### src/rtl/regfile_pkg.sv
// Shared types and defaults for the register file slice.
// No logic; compile before any file that imports it.
// No flow control here.
package regfile_pkg;

    localparam int REGFILE_W    = 4;
    localparam int REGFILE_NREG = 8;

    // Clear-engine state: IDLE accepts writes, CLEAR zeroes one register per cycle
    typedef enum logic {
        IDLE  = 1'b0,
        CLEAR = 1'b1
    } state_t;

endpackage

### src/rtl/regfile_cell.sv
// One W-bit storage register with a synchronous active-low reset, clear strobe and write enable.
// Latency: 1 cycle from wen/clr to q.
// No backpressure; priority is reset, then clear, then write, otherwise hold.
import regfile_pkg::*;

module regfile_cell #(
    parameter int W = REGFILE_W
) (
    input  logic         clk,
    input  logic         rst,
    input  logic         wen,
    input  logic         clr,
    input  logic [W-1:0] d,
    output logic [W-1:0] q
);

    // Storage: clear strobe beats a write so the clear engine always wins
    always_ff @(posedge clk) begin
        if (!rst) begin
            q <= '0;
        end else if (clr) begin
            q <= '0;
        end else if (wen) begin
            q <= d;
        end
    end

endmodule

### src/rtl/register_file.sv
// NREG x W register file: one sync write port, two async read ports, sequential bulk-clear engine.
// Latency: writes visible next cycle (same cycle on reads when REGFILE_BYPASS_EN is defined); clear takes NREG cycles.
// No stall: writes arriving with clr or during a clear are refused and flagged by a registered wr_drop pulse.
import regfile_pkg::*;

module register_file #(
    parameter  int W    = REGFILE_W,
    parameter  int NREG = REGFILE_NREG,
    localparam int AW   = $clog2(NREG)
) (
    input  logic          clk,
    input  logic          rst,
    input  logic          wen,
    input  logic [AW-1:0] waddr,
    input  logic [W-1:0]  wdata,
    input  logic [AW-1:0] raddr_a,
    output logic [W-1:0]  rdata_a,
    input  logic [AW-1:0] raddr_b,
    output logic [W-1:0]  rdata_b,
    input  logic          clr,
    output logic          busy,
    output logic          clr_done,
    output logic          wr_drop
);

    localparam logic [AW-1:0] LAST = AW'(NREG - 1);

    state_t        state, state_nxt;
    logic [AW-1:0] cnt;
    logic          in_clear;
    logic          cnt_last;
    logic          waddr_ok;
    logic          wr_acc;
    logic          wr_refused;
    logic [NREG-1:0] cell_wen;
    logic [NREG-1:0] cell_clr;
    logic [W-1:0]    cell_q [NREG];

    assign in_clear   = (state == CLEAR);
    assign cnt_last   = (cnt == LAST);
    assign waddr_ok   = (32'(waddr) < NREG);
    assign wr_acc     = (state == IDLE) && wen && !clr && waddr_ok;
    // A clr request in IDLE takes priority over a simultaneous write
    assign wr_refused = wen && (in_clear || clr);

    // FSM state register
    always_ff @(posedge clk) begin
        if (!rst) begin
            state <= IDLE;
        end else begin
            state <= state_nxt;
        end
    end

    // FSM next state: clr while clearing is ignored, exit after the last register
    always_comb begin
        state_nxt = state;
        case (state)
            IDLE:    if (clr) state_nxt = CLEAR;
            CLEAR:   if (cnt_last) state_nxt = IDLE;
            default: state_nxt = IDLE;
        endcase
    end

    // FSM outputs: busy for the whole clear, done pulse in its final cycle
    always_comb begin
        busy     = in_clear;
        clr_done = in_clear && cnt_last;
    end

    // Clear counter: parked at 0 in IDLE, steps once per clear cycle, never passes NREG-1
    always_ff @(posedge clk) begin
        if (!rst) begin
            cnt <= '0;
        end else if (!in_clear || cnt_last) begin
            cnt <= '0;
        end else begin
            cnt <= cnt + 1'b1;
        end
    end

    // Registered refusal flag, one cycle after the refused write
    always_ff @(posedge clk) begin
        if (!rst) begin
            wr_drop <= 1'b0;
        end else begin
            wr_drop <= wr_refused;
        end
    end

    // One cell per register; decode write enable and clear strobe per index
    for (genvar i = 0; i < NREG; i++) begin : g_cell
        assign cell_wen[i] = wr_acc && (waddr == AW'(i));
        assign cell_clr[i] = in_clear && (cnt == AW'(i));

        regfile_cell #(.W(W)) u_cell (
            .clk (clk),
            .rst (rst),
            .wen (cell_wen[i]),
            .clr (cell_clr[i]),
            .d   (wdata),
            .q   (cell_q[i])
        );
    end

    // Read muxes: unmatched (out-of-range) addresses return 0; optional write-through forwarding
    always_comb begin
        rdata_a = '0;
        rdata_b = '0;
        for (int i = 0; i < NREG; i++) begin
            if (raddr_a == AW'(i)) rdata_a = cell_q[i];
            if (raddr_b == AW'(i)) rdata_b = cell_q[i];
        end
`ifdef REGFILE_BYPASS_EN
        if (wr_acc && (raddr_a == waddr)) rdata_a = wdata;
        if (wr_acc && (raddr_b == waddr)) rdata_b = wdata;
`else
        // Without forwarding a same-cycle read sees the stored value
`endif
    end

endmodule

### config.mk
export PLATFORM = sky130hd
export DESIGN_NAME = register_file
export DESIGN_NICKNAME = d
export VERILOG_FILES = /design/src/rtl/regfile_pkg.sv /design/src/rtl/regfile_cell.sv /design/src/rtl/register_file.sv
export SDC_FILE = /design/constraint.sdc
export NUM_CORES = 1
export LEC_CHECK = 0
export ABC_AREA = 0
export CORE_MARGIN = 2
export CORE_UTILIZATION = 45
export CTS_CLUSTER_DIAMETER = 30
export DETAILED_ROUTE_END_ITERATION = 12
export DONT_BUFFER_PORTS = 1
export PLACE_DENSITY = 0.69
export REMOVE_ABC_BUFFERS = 1
export SLEW_MARGIN = 20
export SYNTH_ARGS = -nofsm -noshare
export SYNTH_HDL_FRONTEND = slang
export SYNTH_SLANG_ARGS = --single-unit
### constraint.sdc
create_clock -name clk -period 1.5 [get_ports clk]
set_input_delay 0.075 -clock clk [delete_from_list [all_inputs] [get_ports clk]]
set_output_delay 0.075 -clock clk [all_outputs]
set_load 0.1 [all_outputs]
# --- Word-level counts from Yosys, hierarchy flattened ---
# Index checks and enable logic that the tools add are counted.
op_classes:
  n_addsub: 1
  eq_ne: 28
  mux: 19
  bitwise: 2
  n_reduce_logical: 36
op_table:
  columns: ["op", "count"]
  rows:
  - ["two-way mux 4 bit", 16]
  - ["== test 3 bit, second input constant", 16]
  - ["== test 3 x 2 -> 1 bit, second input constant", 8]
  - ["logical AND 1 bit", 19]
  - ["OR reduction 2 bit", 9]
  - ["== test 3 x 1 -> 1 bit, second input constant", 4]
  - ["zero test 3 bit", 4]
  - ["adder 3 x 1 -> 3 bit, second input constant", 1]
  - ["zero test 1 bit", 2]
  - ["logical OR 1 bit", 2]
  - ["two-way mux 1 bit", 2]
  - ["NOT 1 bit", 2]
  - ["case mux 1 bit (2 select lines)", 1]
word_totals:
  regBits: 37
  in_bits: 17
  output_inout_bits: 11
  word_cells: 97

# --- Depth between registers and ports, before layout ---
# Gate-level depths: netlist of the first run.
depth:
  word_depth: 9
  mapped_depth: 6
  depth_no_buf: 5

# --- Hierarchy ---
# From an unflattened synthesis of the first run, not the netlist that was laid out.
hier_totals:
  cells_unflattened: 229
  hier_area_um2: 2164.6
by_module_without_submodules:
  columns: ["module", "n_inst", "cells_each", "area_each_um2", "seq_area_each_um2"]
  rows:
  - ["regfile_cell", 8, 14, 146.4, 80.1]
  - ["register_file", 1, 117, 993.5, 100.1]

# --- Worst setup path before layout of the first run ---
# OpenSTA, ideal clock, no wires.
synth_path:
  path_type: "input port to output port"
  from: "input raddr_a[1]"
  to: "output rdata_a[3]"
  t_arrival_ns: 3.984
  required_ns: 1.425
  path_slack_ns: -2.559
  stages: 4
  n_path_buf: 2
  path_cell_list: "buf_4 -> buf_4 -> mux2i_1 -> o311ai_0"
synth_via:
  elab_chain_len: 9
  elab_cells_between_ends: 16
  cone_classes: "eq/ne: 7; mux: 8; reduce/logical: 1"
synth_lines:
  columns: ["element", "line", "source"]
  rows:
  - ["from (decl)", "register_file.sv:16", "input logic [AW-1:0] raddr_a,"]
  - ["zero test 3 bit", "register_file.sv:111", "if (raddr_a == AW'(i)) rdata_a = cell_q[i];"]
  - ["two-way mux 4 bit (7 in series)", "register_file.sv:111", null]
  - ["two-way mux 4 bit (*)", "register_file.sv:111", null]
  - ["to (decl)", "register_file.sv:17", "output logic [W-1:0] rdata_a,"]
# Mark *: on every way between the ends. The rest lies on a longest branch, timed or not.

# --- Final worst setup path of the first run ---
layout_path:
  from: "register g_cell[6].u_cell.q[0]"
  to: "output rdata_a[0]"
layout_via:
  elab_chain_len: 2
layout_lines:
  columns: ["element", "line", "source"]
  rows:
  - ["from (decl)", "regfile_cell.sv:14", "output logic [W-1:0] q"]
  - ["from (signal assigned)", "regfile_cell.sv:20", "q <= '0;"]
  - ["from (signal assigned)", "regfile_cell.sv:22", "q <= '0;"]
  - ["from (signal assigned)", "regfile_cell.sv:24", "q <= d;"]
  - ["two-way mux 4 bit (2 in series)", "register_file.sv:111", null]
# Every way passes these cells.

==> results.yml, run 1 <==
status:
  status: "complete, but fails checks"
  violations: "negative setup slack"
cells_and_area:
  num-fill-cells: 409
  register_area_um2: 758
  drive_above_1_share_pct: 30.6
  fin_cells: 322
  multi_input_area_um2: 1380
  post-route-cell-area_um2: 2720
  num-nets-final: 291
  syn_to_final_growth_pct: 27.5
  antenna_cells: 0
clock_network:
  cts_buffers: 5
  htree_levels: 2
  clockBufferDepth: 2
  cts-root-buf: "clkbuf_8"
  cts_tree: "built"
  insertion_delay_ns: 0.30
  clock-sinks: 37
  clk_pin_slew_worst_paths_ns: 0.07
floorplanning:
  rows: 25
  start_util_pct: 46.1
  die_h_um: 72.8
  core_area_um2: 4630
  die-area_um2: 5300
  chipWidth_um: 72.8
  io_pins: 28
sta:
  tightest_slew_ns: 0.512
  max_freq_ghz: 0.591
  setup_slack_ns: -0.191
  rsz0062_at_grt: "true"
  relSlewSlack_pct: 65.8
  fin_crit_sh_pct: 113
  hold_ws_ns: 0.0121
  final_hold_viol_count: 0
  worst_clock_skew_ns: 0.00697
  post-route-min-period_ns: 1.69
  setup-violations-final: 7
  report.final.slew_viol_count: 0
global_route:
  first_global_vias: 1860
  gr-total-overflow: 0
  track_usage_pct: 25.7
  grt_pass1_wl_um: 9950
  grt_max_degree: 20
  grt_antenna_before_repair: 0
logic_synthesis:
  syn_area_um2: 2130
  yosys-top-cells-count: "dfxtp_1 (37), nand2_1 (32), mux2i_1 (24), nor2_1 (24), a21oi_1 (22)"
  synth_ff_type: "dfxtp_1"
  ys_ff_latch: 37
  synth.most_common_cell: "dfxtp_1"
  synth_top_area_cell: "dfxtp_1"
  synth-edff-count: 0
  async_reset_ff_share_pct: 0
  synth_area_per_cell_um2: 8.96
  synthCells: 238
  yosysUniqueCellTypes: 39
  ys_top_cells_by_area: "dfxtp_1 (35%), mux2i_1 (11%), mux4_1 (7.4%)"
  yosysWarnings: 0
  synth.top_cell.area_share_pct: 34.7
  ys_seq_area_share_pct: 34.7
pwr:
  clkPwrFrac_pct: 35.1
  swShare_pct: 27.3
  peakVddDrop_mv: 0.671
  p_leak_nw: 1.08
  p_seq_share_pct: 49.2
  power.density_nw_per_um2: 753
  power_frac_comb_pct: 15.8
  p_switching_mw: 0.558
  total_power_mw: 2.05
  p_int_mw: 1.49
detailed_routing:
  via_count: 1953
  drt-initial-drc-count: 236
  drc: 0
  viasPerCell: 6.07
  dr.pass1.iters: 4
  postRouteAntennaNets: 0
  wl_um: 6270
  routedWlPerCell_um: 19.5
critical_path:
  required_ns: 1.42
  end_kind: "primary output"
  critPathKind: "reg2out"
  ff2ff_setup_slack_ns: 0.09
  cp.arrival_ns: 1.62
  cp-start-kind: "flop"
  cp_max_fo: 3
place:
  dp_hpwl_um: 4260
  gp_congestion: 0.906
  portBuffers: 0
  pre_cts_ws_ns: 0.0662
  dp.cells: 303
  dpl_cell_area_um2: 2390
min_path:
  hold_class: "in2reg"
run:
  maxCapViolations: 0
[state kept, by name, indices dropped and copies added (netlist names)]
signal and cells:
g_cell.u_cell.q 32, wr_drop 1, busy 1, cnt 3
[stage by stage]
stage,TNS (ns),utilization (%)
after floorplan,-19.66,-
after global placement,0,51.6
after detailed placement,0,51.6
after CTS,-0.628,57.2
after global routing,-1.14,58.7
final,-0.753,58.7
[logic make-up (layout without fill, tap and decap cells)]
family	count (synthesis)	after routing	synth area share (%)
and+or+nand+nor	87	87	19.1
AOI/OAI and AO/OA	48	48	13.6
muxes	38	38	23.4
DFF	37	37	34.7
buffers and inverters	22	52	5.57
adders and majority gates	6	6	3.52
[layer usage]
layer  up-vias  GRT usage (%)  routed length [um]
met5         -              0                   0
met4         0           11.3                 305
met3        28           8.56                 513
met2        92           39.7                2930
met1       924           32.6                2520
li1        909              -                   -
[worst paths after layout]
| kind | cells past startpoint | start | end |
|---|---|---|---|
| max | 6 | g_cell[6].u_cell.q[0]$_SDFFE_PP0P_ | rdata_a[0] |
| min reg2reg | 2 | g_cell[1].u_cell.q[2]$_SDFFE_PP0P_ | g_cell[1].u_cell.q[2]$_SDFFE_PP0P_ |
| max reg2reg | 5 | busy$_SDFF_PN0_ | g_cell[6].u_cell.q[0]$_SDFFE_PP0P_ |
| min | 3 | waddr[2] | g_cell[0].u_cell.q[0]$_SDFFE_PP0P_ |
[power by group through the flow]
stage	sequential, mW	clock [mW]	combinational [mW]
after floorplan	1.05	0	0.150
after global placement	1.03	0	0.263
after detailed placement	1.03	0	0.264
after CTS	1.01	0.729	0.306
after global routing	1.01	0.768	0.341
final	1.01	0.718	0.323
[cells in the final DEF, fill, tap and decap left out, types with 2 or more instances in the layout]
cell type	instances
nand2_1	31
nor2_1	24
mux2i_1	23
dfxtp_1	23
buf_4	21
a21oi_1	18
nand3_1	17
dfxtp_2	14
o21ai_0	10
dlygate4sd3_1	8
inv_1	6
ha_1	6
clkbuf_8	6
mux2_4	5
mux4_2	5
buf_12	5
a21oi_2	4
buf_6	3
mux2_2	2
o22ai_2	2
nor2b_1	2
a221oi_4	2
nand2b_1	2
nor3_2	2
mux4_1	2
nor3b_2	2
and4b_1	2
[worst max-delay path, stage by stage, from the launching register on]
cell	delay, ns
dfxtp_2	0.34
mux2i_2	0.24
o22ai_2	0.14
buf_4	0.17
a221oi_4	0.19
a21oi_2	0.08
buf_12	0.17
[area by class of cell]
cell class                 count  share of cell area, %
clock buffer                   7                   3.18
inverter                       7                  0.966
multi-input combinational    179                   50.8
sequential                    37                   27.9
tap                           54                   2.49
timing repair buffer          38                   14.7
[what timing repair did]
item,in CTS,in global routing
endpoints found under the setup margin,9,11
endpoints found under the hold margin,37,0
gates resized for setup,30,15
setup buffers,4,0
hold buffers,8,0
pin swaps,6,7
cloned,0,0
(Power assumes the default switching activity.)
==> run 2, diff against run 1 <==
- BUFFER_PORTS_ARGS: unset -> -buffer_cell sky130_fd_sc_hd__buf_2
- DONT_BUFFER_PORTS: 1 -> unset
- PLACE_DENSITY: 0.69 -> 0.74
==> run 2 against run 1 <==
The run still ends with negative setup slack left. First-iteration DRC count decreased by 27%. Largest power group unchanged. Sequential power about the same. Final cell count grew 6.8%. Core utilization grew 2.3 points. Global-route usage shrank 2.7 points. Non-clock buffer count grew 21. Die area unchanged. Clock skew decreased by 0.0044 ns. Via count is 0.26% higher. Clock-buffer cell count is 2 lower. Wire length down 5.6%.
==> results.yml, run 2 (synthesis gave the netlist of run 1 again) <==
floorplanning:
  start_util_pct: 46.1
  die-area_um2: 5300
  die_h_um: 72.8
  core_area_um2: 4630
  chipWidth_um: 72.8
  rows: 25
  io_pins: 28
detailed_routing:
  wl_met1_um: 2460
  postRouteAntennaNets: 0
  drc: 0
  dr.pass1.iters: 4
  routed-wl-met3_um: 378
  via_count: 1958
  routedWlPerCell_um: 17.2
  highest_layer: "met4"
  wl_um: 5920
  viasPerCell: 5.69
  drt-initial-drc-count: 172
  met2_length_um: 3000
sta:
  report.final.slew_viol_count: 0
  setup_slack_ns: -0.175
  fin_crit_sh_pct: 112
  post-route-min-period_ns: 1.67
  worst_clock_skew_ns: 0.00257
  rsz0062_at_grt: "true"
  tightest_slew_ns: 0.512
  setup-violations-final: 7
  final_hold_viol_count: 0
  tns_ns: -0.903
  max_freq_ghz: 0.597
  relSlewSlack_pct: 65.3
place:
  gp_congestion: 0.869
  pre_cts_ws_ns: -0.00418
  portBuffers: 27
  dpl_cell_area_um2: 2550
  dp_hpwl_um: 4400
critical_path:
  cp-start-kind: "flop"
  crit_chain: "buf_6 -> mux2i_1 -> o22ai_2 -> o221ai_2 -> a21oi_2 -> buf_12"
  ff2ff_setup_slack_ns: 0.12
  slowest_delay_ns: 0.33
  r2r_end: "g_cell[4].u_cell.q[1]$_SDFFE_PP0P_"
  critPathKind: "reg2out"
  cp.arrival_ns: 1.60
  end_kind: "primary output"
  reg2reg_from: "busy$_SDFF_PN0_"
  startpoint: "g_cell[6].u_cell.q[1]$_SDFFE_PP0P_"
  required_ns: 1.42
  crit_end: "rdata_a[1]"
  slowest_stage: "dfxtp_2"
  r2r_cells: 5
  cp_max_fo: 2
clock_network:
  insertion_delay_ns: 0.29
  cts_buffers: 5
  clock-sinks: 37
  htree_levels: 2
  cts-root-buf: "clkbuf_8"
  cts_tree: "built"
  clk_pin_slew_worst_paths_ns: 0.07
  clockBufferDepth: 2
cells_and_area:
  post-route-cell-area_um2: 2830
  largest_register: "g_cell.u_cell.q"
  largest_register_ffs: 32
  mostFrequentLayoutCells: "nand2_1 (31), buf_4 (26), mux2i_1 (24), nor2_1 (24), dfxtp_1 (22)"
  largestRegisters: "g_cell.u_cell.q: 32 flops, cnt: 3 flops"
  antenna_cells: 0
  drive_above_1_share_pct: 39.7
  final_common_cell: "nand2_1"
  num-nets-final: 312
  syn_to_final_growth_pct: 32.5
min_path:
  hold_class: "in2reg"
pwr:
  power.density_nw_per_um2: 732
  total_power_mw: 2.07
  peakVddDrop_mv: 0.575
  p_leak_nw: 1.16
status:
  violations: "negative setup slack"
  status: "complete, but fails checks"
run:
  maxCapViolations: 0
global_route:
  first_global_vias: 1898
  grt_pass1_wl_um: 9270
  grt_antenna_before_repair: 0
  gr-total-overflow: 0
  grt_max_degree: 16
  track_usage_pct: 22.9
==> run 2: layout make-up <==
class | count | area [um2]
fillers | 401 | 1800
multi-input cells | 179 | 1340
flip-flops and latches | 37 | 762
repair buffers | 59 | 542
clock buffers | 5 | 68.8
well taps | 54 | 67.6
inverters | 7 | 30.0
clock inverters | 3 | 17.5
==> run 2: worst min-delay path by stage <==
| stage | end | start | slack, ns | cells past startpoint |
|---|---|---|---|---|
| floorplan | wr_drop$_SDFF_PN0_ | wen | 0.19 | 2 |
| global placement | wr_drop$_SDFF_PN0_ | wen | 0.32 | 3 |
| detailed placement | wr_drop$_SDFF_PN0_ | wen | 0.32 | 3 |
| CTS | wr_drop$_SDFF_PN0_ | wen | 0.006 | 3 |
| global route | wr_drop$_SDFF_PN0_ | wen | 0.01 | 3 |
| finish | wr_drop$_SDFF_PN0_ | wen | 0.01 | 3 |
==> run 2: per-layer routing <==
metal | up-vias | global-route usage (%)
met3 | 11 | 4.01
met1 | 922 | 28.8
met4 | 0 | 7.41
li1 | 951 | -
met5 | - | 0
met2 | 74 | 39.9
==> run 2: what timing repair did <==
item | 4_1_cts | 5_1_grt
pin swaps | 4 | 11
endpoints found under the setup margin | 9 | 9
hold buffers | 0 | 0
hold endpoints to repair | 0 | 0
setup buffers | 3 | 2
gates resized for setup | 33 | 26
==> run 2: worst max-delay path, delay by kind of cell (launching register included) <==
| family | cells | cell delay, ns |
|---|---|---|
| compound gates | 3 | 0.61 |
| flops | 1 | 0.33 |
| mux | 1 | 0.08 |
| buf+inv | 2 | 0.28 |
==> run 2: power by group <==
group	internal [mW]	switching, mW	leakage [nW]
Clock	0.321	0.368	0.0439
Sequential	0.994	0.0114	0.307
Combinational	0.139	0.236	0.814
Total	1.45	0.616	1.16
==> run 2: through the flow <==
stage | hold slack, ns | instances | utilization [%]
2_1_floorplan | 0.189 | 223 | -
3_3_place_gp | 0.318 | 331 | 55.0
3_5_place_dp | 0.319 | 331 | 55.0
4_1_cts | 0.00645 | 342 | 58.8
5_1_grt | 0.0147 | 344 | 61.0
6_report | 0.0106 | 344 | 61.0
==> run 3, diff against run 2 <==
- CORE_MARGIN: 2 -> unset
- CORE_UTILIZATION: 45 -> 35
- PLACE_DENSITY: 0.74 -> 0.62
==> run 3 against run 2 <==
The flow still finishes with violations (negative setup slack). Wire length is 3.6% lower. Core utilization fell by 12 points. Critical endpoint is now rdata_a[0]. Sequential power barely moved. Non-clock buffer count is 3 higher. Critical path type unchanged. Setup slack got worse by 0.039 ns. Combinational power decreased by 3%.
==> results.yml, run 3 (synthesis gave the netlist of run 1 again) <==
sta:
  rsz0062_at_grt: "true"
  post-route-min-period_ns: 1.71
  max_freq_ghz: 0.584
  final_hold_viol_count: 0
  relSlewSlack_pct: 61.7
  setup-violations-final: 7
  tightest_slew_ns: 0.566
  worst_clock_skew_ns: 0.00351
  fin_crit_sh_pct: 114
  setup_slack_ns: -0.214
  hold_ws_ns: 0.00757
  report.final.slew_viol_count: 0
detailed_routing:
  wl_um: 5710
  drt-initial-drc-count: 112
  postRouteAntennaNets: 0
  drc: 0
  routedWlPerCell_um: 15.5
  via_count: 1915
  viasPerCell: 5.20
  dr.pass1.iters: 4
floorplanning:
  io_pins: 28
  die-area_um2: 6410
  core_area_um2: 5890
  start_util_pct: 36.2
  chipWidth_um: 80.1
  die_h_um: 80.1
  rows: 28
global_route:
  grt_antenna_before_repair: 0
  grt_pass1_wl_um: 9270
  first_global_vias: 1786
  grt_max_degree: 14
  gr-total-overflow: 0
  track_usage_pct: 19.8
run:
  maxCapViolations: 0
critical_path:
  critPathKind: "reg2out"
  crit_end: "rdata_a[0]"
  ff2ff_setup_slack_ns: 0.16
  reg2reg_from: "busy$_SDFF_PN0_"
  startpoint: "g_cell[4].u_cell.q[0]$_SDFFE_PP0P_"
  cp-start-kind: "flop"
  r2r_cells: 4
  r2r_end: "g_cell[7].u_cell.q[1]$_SDFFE_PP0P_"
  end_kind: "primary output"
  cp.arrival_ns: 1.64
  required_ns: 1.42
  cp_max_fo: 2
place:
  gp_congestion: 0.876
  dpl_cell_area_um2: 2600
  dp.cells: 357
  dp_hpwl_um: 4360
  portBuffers: 27
  pre_cts_ws_ns: 0.0296
cells_and_area:
  antenna_cells: 0
  largest_register: "g_cell.u_cell.q"
  largestRegisters: "g_cell.u_cell.q: 32 flops, cnt: 3 flops"
  postLayoutCoreUtil_pct: 48.9
  largest_register_ffs: 32
  final_common_cell: "nand2_1"
  drive_above_1_share_pct: 38.9
  num-nets-final: 315
  post-route-cell-area_um2: 2880
  multi_input_area_um2: 1330
  mostFrequentLayoutCells: "nand2_1 (32), buf_4 (31), nor2_1 (24)"
  register_area_um2: 763
  fin_cells: 368
  syn_to_final_growth_pct: 34.9
  num-fill-cells: 561
clock_network:
  clockBufferDepth: 2
  cts_buffers: 5
  clock-sinks: 37
  htree_levels: 2
  cts-hold-fix-buffers: 0
  cts_tree: "built"
  insertion_delay_ns: 0.29
  cts-root-buf: "clkbuf_8"
  clk_pin_slew_worst_paths_ns: 0.07
status:
  violations: "negative setup slack"
  status: "complete, but fails checks"
pwr:
  power.density_nw_per_um2: 792
  peakVddDrop_mv: 1.04
  p_leak_nw: 1.20
min_path:
  hold_class: "in2reg"
==> run 3: changes by cell type in the layout (fill, tap and decap cells not counted), sizes merged <==
cell      before  now
buf           59   62
bufinv         0    1
clkbuf         5    6
clkinv         2    1
clkinvlp       2    1
==> run 3: cell type report <==
class | count | share of cell area, %
Clock buffer | 6 | 2.87
Clock inverter | 2 | 1.30
Inverter | 7 | 0.913
Multi-Input combinational cell | 179 | 46.1
Sequential cell | 37 | 26.5
Tap cell | 75 | 3.26
Timing Repair Buffer | 62 | 19.1
==> run 3: worst min path at each step <==
stage / startpoint / to / slack, ns / depth (start not counted)
after floorplan: wen / wr_drop$_SDFF_PN0_ / 0.19 / 2
after global placement: wen / wr_drop$_SDFF_PN0_ / 0.32 / 3
after detailed placement: wen / wr_drop$_SDFF_PN0_ / 0.32 / 3
after CTS: wen / wr_drop$_SDFF_PN0_ / 0.004 / 3
after global routing: wen / wr_drop$_SDFF_PN0_ / 0.02 / 3
final: wen / wr_drop$_SDFF_PN0_ / 0.008 / 3
==> run 3: stage by stage <==
stage	setup TNS (ns)	power [mW]
after global placement	0	1.37
after global routing	-1.47	2.38
after detailed placement	0	1.37
final	-1.06	2.28
after floorplan	-19.66	1.20
after CTS	-1.22	2.29
==> run 3: timing repair <==
action | in CTS | in global routing
setup buffers | 4 | 0
gates resized for setup | 31 | 21
setup endpoints to repair | 9 | 10
pin swaps | 4 | 5
==> run 3: metal layers <==
metal	wire [um]	global-route usage [%]	vias to the layer above
met5	0	0	-
met4	107	6.61	0
met3	434	3.98	12
met2	2640	31.4	60
met1	2520	26.7	883
li1	-	-	960
==> run 3: critical path, cell delays in order (launching register included) <==
cell and delay (ns):
dfxtp_2 0.34, buf_6 0.10, mux2i_2 0.06, o22ai_2 0.23
o221ai_2 0.14, a21oi_2 0.17, buf_4 0.13, buf_12 0.16
==> run 3: report_power, final <==
group / switching [mW] / leakage (nW) / internal [mW]
clock: 0.371 / 0.0574 / 0.541
sequential: 0.0107 / 0.307 / 0.994
combinational: 0.229 / 0.835 / 0.133
